## src/rtl/mtr_drv.sv

```systemverilog
// Motor drive: complementary, dead-time separated PWM pairs for the left/right H-bridges from signed speed.
// Latency: PWM outputs and prd_strt are registered, 1 clk after the counter compare; duty updates only at period wrap.
// Backpressure: none; speed inputs are sampled continuously and only the value present at cnt == 2047 is used.
// Optional feature macro: SLEW_LIMIT_EN (limits the duty change per PWM period to MAX_STEP).
module mtr_drv #(
    parameter logic [10:0] NONOVERLAP = 11'h020,
    parameter logic [10:0] MAX_STEP   = 11'h040
) (
    input  logic        clk,
    input  logic        rst_n,
    input  logic [10:0] lft_spd,
    input  logic [10:0] rght_spd,
    output logic        lftPWM1,
    output logic        lftPWM2,
    output logic        rghtPWM1,
    output logic        rghtPWM2,
    output logic        prd_strt
);

    logic [10:0] cnt;
    logic [10:0] duty_l;
    logic [10:0] duty_r;
    logic [10:0] tgt_l;
    logic [10:0] tgt_r;
    logic [10:0] duty_l_nxt;
    logic [10:0] duty_r_nxt;
    logic        prd_end;
    logic        pwm1_l_nxt;
    logic        pwm2_l_nxt;
    logic        pwm1_r_nxt;
    logic        pwm2_r_nxt;

    // Last count of the period; duty is reloaded here so the new value applies from cnt == 0.
    assign prd_end = (cnt == 11'h7FF);

    // Signed speed to unsigned duty: inverting the MSB adds 1024.
    assign tgt_l = {~lft_spd[10], lft_spd[9:0]};
    assign tgt_r = {~rght_spd[10], rght_spd[9:0]};

`ifdef SLEW_LIMIT_EN
    // Move cur toward tgt by at most MAX_STEP; the branch keeps the difference non-negative,
    // so neither the subtraction nor the final add/subtract can wrap or overshoot.
    function automatic logic [10:0] slew_step(input logic [10:0] cur, input logic [10:0] tgt);
        logic [10:0] diff;
        logic [10:0] step;
        logic [10:0] res;
        if (tgt >= cur) begin
            diff = tgt - cur;
            step = (diff > MAX_STEP) ? MAX_STEP : diff;
            res  = cur + step;
        end else begin
            diff = cur - tgt;
            step = (diff > MAX_STEP) ? MAX_STEP : diff;
            res  = cur - step;
        end
        return res;
    endfunction

    // Rate-limited duty candidate for the next boundary.
    always_comb begin
        duty_l_nxt = slew_step(duty_l, tgt_l);
        duty_r_nxt = slew_step(duty_r, tgt_r);
    end
`else
    logic unused_max_step;
    assign unused_max_step = ^MAX_STEP;

    // Without rate limiting the target is taken directly at the boundary.
    always_comb begin
        duty_l_nxt = tgt_l;
        duty_r_nxt = tgt_r;
    end
`endif

    // High side: on after the leading dead-time, off once the count reaches duty.
    // Low side: on from duty + dead-time to the wrap; the 12-bit sum keeps it low all period when it exceeds 2047.
    always_comb begin
        pwm1_l_nxt = (cnt >= NONOVERLAP) && (cnt < duty_l);
        pwm1_r_nxt = (cnt >= NONOVERLAP) && (cnt < duty_r);
        pwm2_l_nxt = ({1'b0, cnt} >= ({1'b0, duty_l} + {1'b0, NONOVERLAP}));
        pwm2_r_nxt = ({1'b0, cnt} >= ({1'b0, duty_r} + {1'b0, NONOVERLAP}));
    end

    // Free-running period counter shared by both sides; wraps 2047 -> 0 naturally.
    always_ff @(posedge clk or negedge rst_n) begin
        if (!rst_n) begin
            cnt <= 11'h000;
        end else begin
            cnt <= cnt + 11'h001;
        end
    end

    // Duty registers reload only at the period boundary so a period never sees a mid-period change.
    always_ff @(posedge clk or negedge rst_n) begin
        if (!rst_n) begin
            duty_l <= 11'h400;
            duty_r <= 11'h400;
        end else if (prd_end) begin
            duty_l <= duty_l_nxt;
            duty_r <= duty_r_nxt;
        end
    end

    // Registered bridge drives and the period-start strobe (aligned with cnt == 0).
    always_ff @(posedge clk or negedge rst_n) begin
        if (!rst_n) begin
            lftPWM1  <= 1'b0;
            lftPWM2  <= 1'b0;
            rghtPWM1 <= 1'b0;
            rghtPWM2 <= 1'b0;
            prd_strt <= 1'b0;
        end else begin
            lftPWM1  <= pwm1_l_nxt;
            lftPWM2  <= pwm2_l_nxt;
            rghtPWM1 <= pwm1_r_nxt;
            rghtPWM2 <= pwm2_r_nxt;
            prd_strt <= prd_end;
        end
    end

endmodule

```

## config.mk

```make
export PLATFORM = sky130hd
export DESIGN_NAME = mtr_drv
export DESIGN_NICKNAME = d
export VERILOG_FILES = /design/src/rtl/mtr_drv.sv
export SDC_FILE = /design/constraint.sdc
export NUM_CORES = 1
export LEC_CHECK = 0
export BUFFER_PORTS_ARGS = -buffer_cell sky130_fd_sc_hd__buf_2
export CORE_ASPECT_RATIO = 0.6
export CORE_MARGIN = 2
export CORE_UTILIZATION = 50
export CTS_BUF_LIST = sky130_fd_sc_hd__clkbuf_8
export DETAILED_ROUTE_END_ITERATION = 8
export PLACE_DENSITY = 0.66
export SLEW_MARGIN = 20
export SYNTH_ARGS = -nofsm -noshare
export SYNTH_HDL_FRONTEND = slang
export SYNTH_SLANG_ARGS = --single-unit
```

## constraint.sdc

```tcl
create_clock -name clk -period 2.34 [get_ports clk]
set_clock_uncertainty 0.1 [all_clocks]
set_input_delay 0.234 -clock clk [delete_from_list [all_inputs] [get_ports clk]]
set_output_delay 0.234 -clock clk [all_outputs]
set_load 0.01 [all_outputs]
```

==> results.py <==
metrics = {
    "worst_setup_path": {
        "reg2reg_to": "lftPWM2$_DFF_PN0_",
        "cp.arrival_ns": 2.36,
        "r2r_slack_ns": 0.11,
        "slowest_delay_ns": 0.43,
        "cpMaxStageDelayCell": "or4_1",
        "setup.worst_path.start": "duty_l[6]$_DFFE_PN0P_",
        "cp_common_cell": "nand3_1",
        "crit_path_end_kind": "flip-flop",
        "required_ns": 2.47,
        "crit_chain": "ha_2 -> nand3_1 -> xnor2_1 -> ha_1 -> nand3_1 -> or4_1 -> a31oi_1 -> o31a_1",
        "r2r-start": "duty_l[6]$_DFFE_PN0P_",
        "crit_end": "lftPWM2$_DFF_PN0_",
        "critPathLaunchType": "flip-flop",
        "critPathKind": "flip-flop to flip-flop",
        "ff2ff_path_depth": 8,
        "path_max_fanout": 5,
    },
    "placement": {
        "pre_cts_ws_ns": 0.0229,
        "gp_congestion": 0.858,
        "port_buffers": 28,
        "dp_hpwl_um": 3880,
    },
    "global_routing": {
        "grt_pass1_vias": 1753,
        "grt_use_total_pct": 21.6,
        "grt_max_degree": 39,
        "grt_pass1_wl_um": 8850,
        "overflow": 0,
        "antenna_found_initial": 0,
    },
    "synthesis": {
        "syn_inst": 271,
        "yosys_warnings": 0,
        "synth_area_um2": 2450,
        "syn-num-nets": 333,
        "synth.avg_cell_area_um2": 9.04,
        "synth_cell_types": 31,
        "synth-seq-cells": 38,
        "yosysSeqAreaShare_pct": 38.9,
    },
    "final_layout": {
        "fillers": 430,
        "layout_common_cells": "nand2_1, ha_1, dfrtp_1",
        "drive_gt1_share_pct": 15.6,
        "layout.nets": 370,
        "areaGrowthSynthToFinish_pct": 15.0,
        "final_common_cell": "nand2_1",
        "diodes": 0,
    },
    "route": {
        "drc": 0,
        "vias": 1938,
        "drtAntennaViolNets": 0,
        "drt_pre_antenna_iters": 4,
        "wire_per_inst_um": 14.2,
        "routed_wl_um": 5260,
        "via_per_inst": 5.22,
        "first_iter_violations": 83,
    },
    "power_and_ir_drop": {
        "power.density_nw_per_um2": 452,
        "ir_worst_vdd_mv": 0.258,
        "totalPowerFinal_mw": 1.27,
        "leakage_nw": 1.61,
    },
    "timing": {
        "rsz0062_at_grt": "no",
        "report.final.slew_viol_count": 0,
        "finalWorstSetupSlack_ns": 0.113,
        "finalSetupViolations": 0,
        "setup_tns_ns": 0,
        "whs_ns": 0.0309,
        "slew_headroom_pct": 41.4,
        "finalCriticalPeriod_ns": 2.23,
        "period_share_pct": 95.2,
        "tightest_slew_ns": 0.879,
        "fmax_ghz": 0.449,
        "hold_viol_final": 0,
    },
    "clock_tree": {
        "clk_path_buf_depth": 2,
        "clk_latency_ns": 0.29,
        "cts_root_buf": "clkbuf_8",
        "cts_tree": "yes",
        "h-tree-depth": 2,
        "clock_sinks": 38,
        "clk_pin_slew_ns": 0.08,
        "cts_made_buffers": 5,
    },
    "floorplan": {
        "core_um2": 4640,
        "die_w_um": 94.4,
        "dieArea_um2": 5490,
        "std_cell_rows": 19,
        "io_pins": 29,
        "start_util_pct": 52.8,
        "die_h_um": 58.2,
    },
    "min_path": {
        "hold_path_class": "primary input to flip-flop",
    },
    "run": {
        "max-cap-violations": 0,
    },
    "status": {
        "outcome": "complete, no violations",
    },
}
## Yosys cell counts, drive strengths merged
| master | count | area share, % |
|---|---|---|
| a211oi | 2 | 0.61 |
| nor2b | 3 | 0.77 |
| ha | 38 | 19 |
| a31oi | 3 | 0.77 |
| o21bai | 1 | 0.31 |
| and4b | 1 | 0.41 |
| nand3 | 15 | 3.1 |
| nand2 | 65 | 10 |
| and4 | 3 | 1.3 |
| dfstp | 2 | 2.1 |
| dfrtp | 36 | 37 |
| nand4 | 8 | 2.0 |
| a21oi | 11 | 2.2 |
| buf | 5 | 1.6 |
| xor2 | 2 | 0.72 |
| a21o | 7 | 2.1 |
| a221oi | 1 | 0.36 |
| o31a | 1 | 0.36 |
| xnor2 | 15 | 5.4 |
| and3 | 2 | 0.51 |
| nand3b | 1 | 0.31 |
| nor2 | 6 | 0.92 |
| nor3b | 1 | 0.31 |
| nor3 | 5 | 1.0 |
| o211ai | 3 | 0.92 |
| inv | 27 | 4.1 |
| o21ai | 6 | 1.2 |
| or4 | 1 | 0.31 |
## worst max-delay path: cells and delay by family (launching register included)
family / cells / cell delay, ns
AOI/OAI and AO/OA: 2 / 0.32
xor gates and xnor gates: 1 / 0.15
adders and majority gates: 2 / 0.54
DFF: 1 / 0.41
and+or+nand+nor: 3 / 0.64
## registers in the layout, summed over array words and instances (netlist names)
register and cells:
lftPWM2 1, lftPWM1 1, duty_l 11, cnt 11, rghtPWM1 1, duty_r 11, rghtPWM2 1, prd_strt 1
## how the worst min path moves through the flow
stage / start / end / slack [ns] / depth (start not counted)
6_report: rght_spd[8] / duty_r[8]$_DFFE_PN0P_ / 0.03 / 3
5_1_grt: rght_spd[9] / duty_r[9]$_DFFE_PN0P_ / 0.03 / 3
4_1_cts: lft_spd[10] / duty_l[10]$_DFFE_PN1P_ / 0.003 / 2
3_5_place_dp: rght_spd[10] / duty_r[10]$_DFFE_PN1P_ / 0.30 / 2
3_3_place_gp: rst_n / rghtPWM2$_DFF_PN0_ / 0.30 / 1
2_1_floorplan: rst_n / cnt[0]$_DFF_PN0_ / -0.16 / 0
## area by class of cell
cell class	count	area [µm²]	area share (%)
Clock buffer	6	82.6	2.93
Tap cell	63	78.8	2.80
Clock inverter	1	30.0	1.07
Timing Repair Buffer	35	200	7.10
Inverter	27	101	3.60
Sequential cell	38	956	33.9
Multi-Input combinational cell	201	1370	48.6
## where the power goes
| group | leakage, nW | switching, mW | internal (mW) |
|---|---|---|---|
| sequential | 0.394 | 0 | 0.656 |
| combinational | 1.16 | 0.0181 | 0.0168 |
| clock | 0.0573 | 0.240 | 0.341 |
| total | 1.61 | 0.258 | 1.01 |
## cell families after synthesis
kind of cell	count (synthesis)	share of synthesized area, %
xor gates and xnor gates	17	6.08
AOI/OAI and AO/OA	35	8.94
DFF	38	38.9
and+or+nand+nor	111	20.9
buffers and inverters	32	5.77
adders and majority gates	38	19.4
## layer usage
metal	global-route usage [%]	share of wire [%]	routed length, µm
met2	29.3	39	2070
met3	6.50	5.9	311
met5	0	0	0
met4	4.14	0.55	29
met1	33.9	54	2850
## through the flow
step           cells  instance area (µm²)  util, %
6_report         371                 2820     60.8
5_1_grt          371                 2820     60.8
4_1_cts          369                 2780     60.1
3_5_place_dp     360                 2650     57.2
3_3_place_gp     360                 2650     57.2
2_1_floorplan    271                 2450        -
## repair_timing
action,4_1_cts,5_1_grt
resized for setup,0,6
setup endpoints to repair,0,1
hold buffers,2,1
endpoints found under the hold margin,37,1
setup buffers,0,1
(Power assumes the default switching activity.)
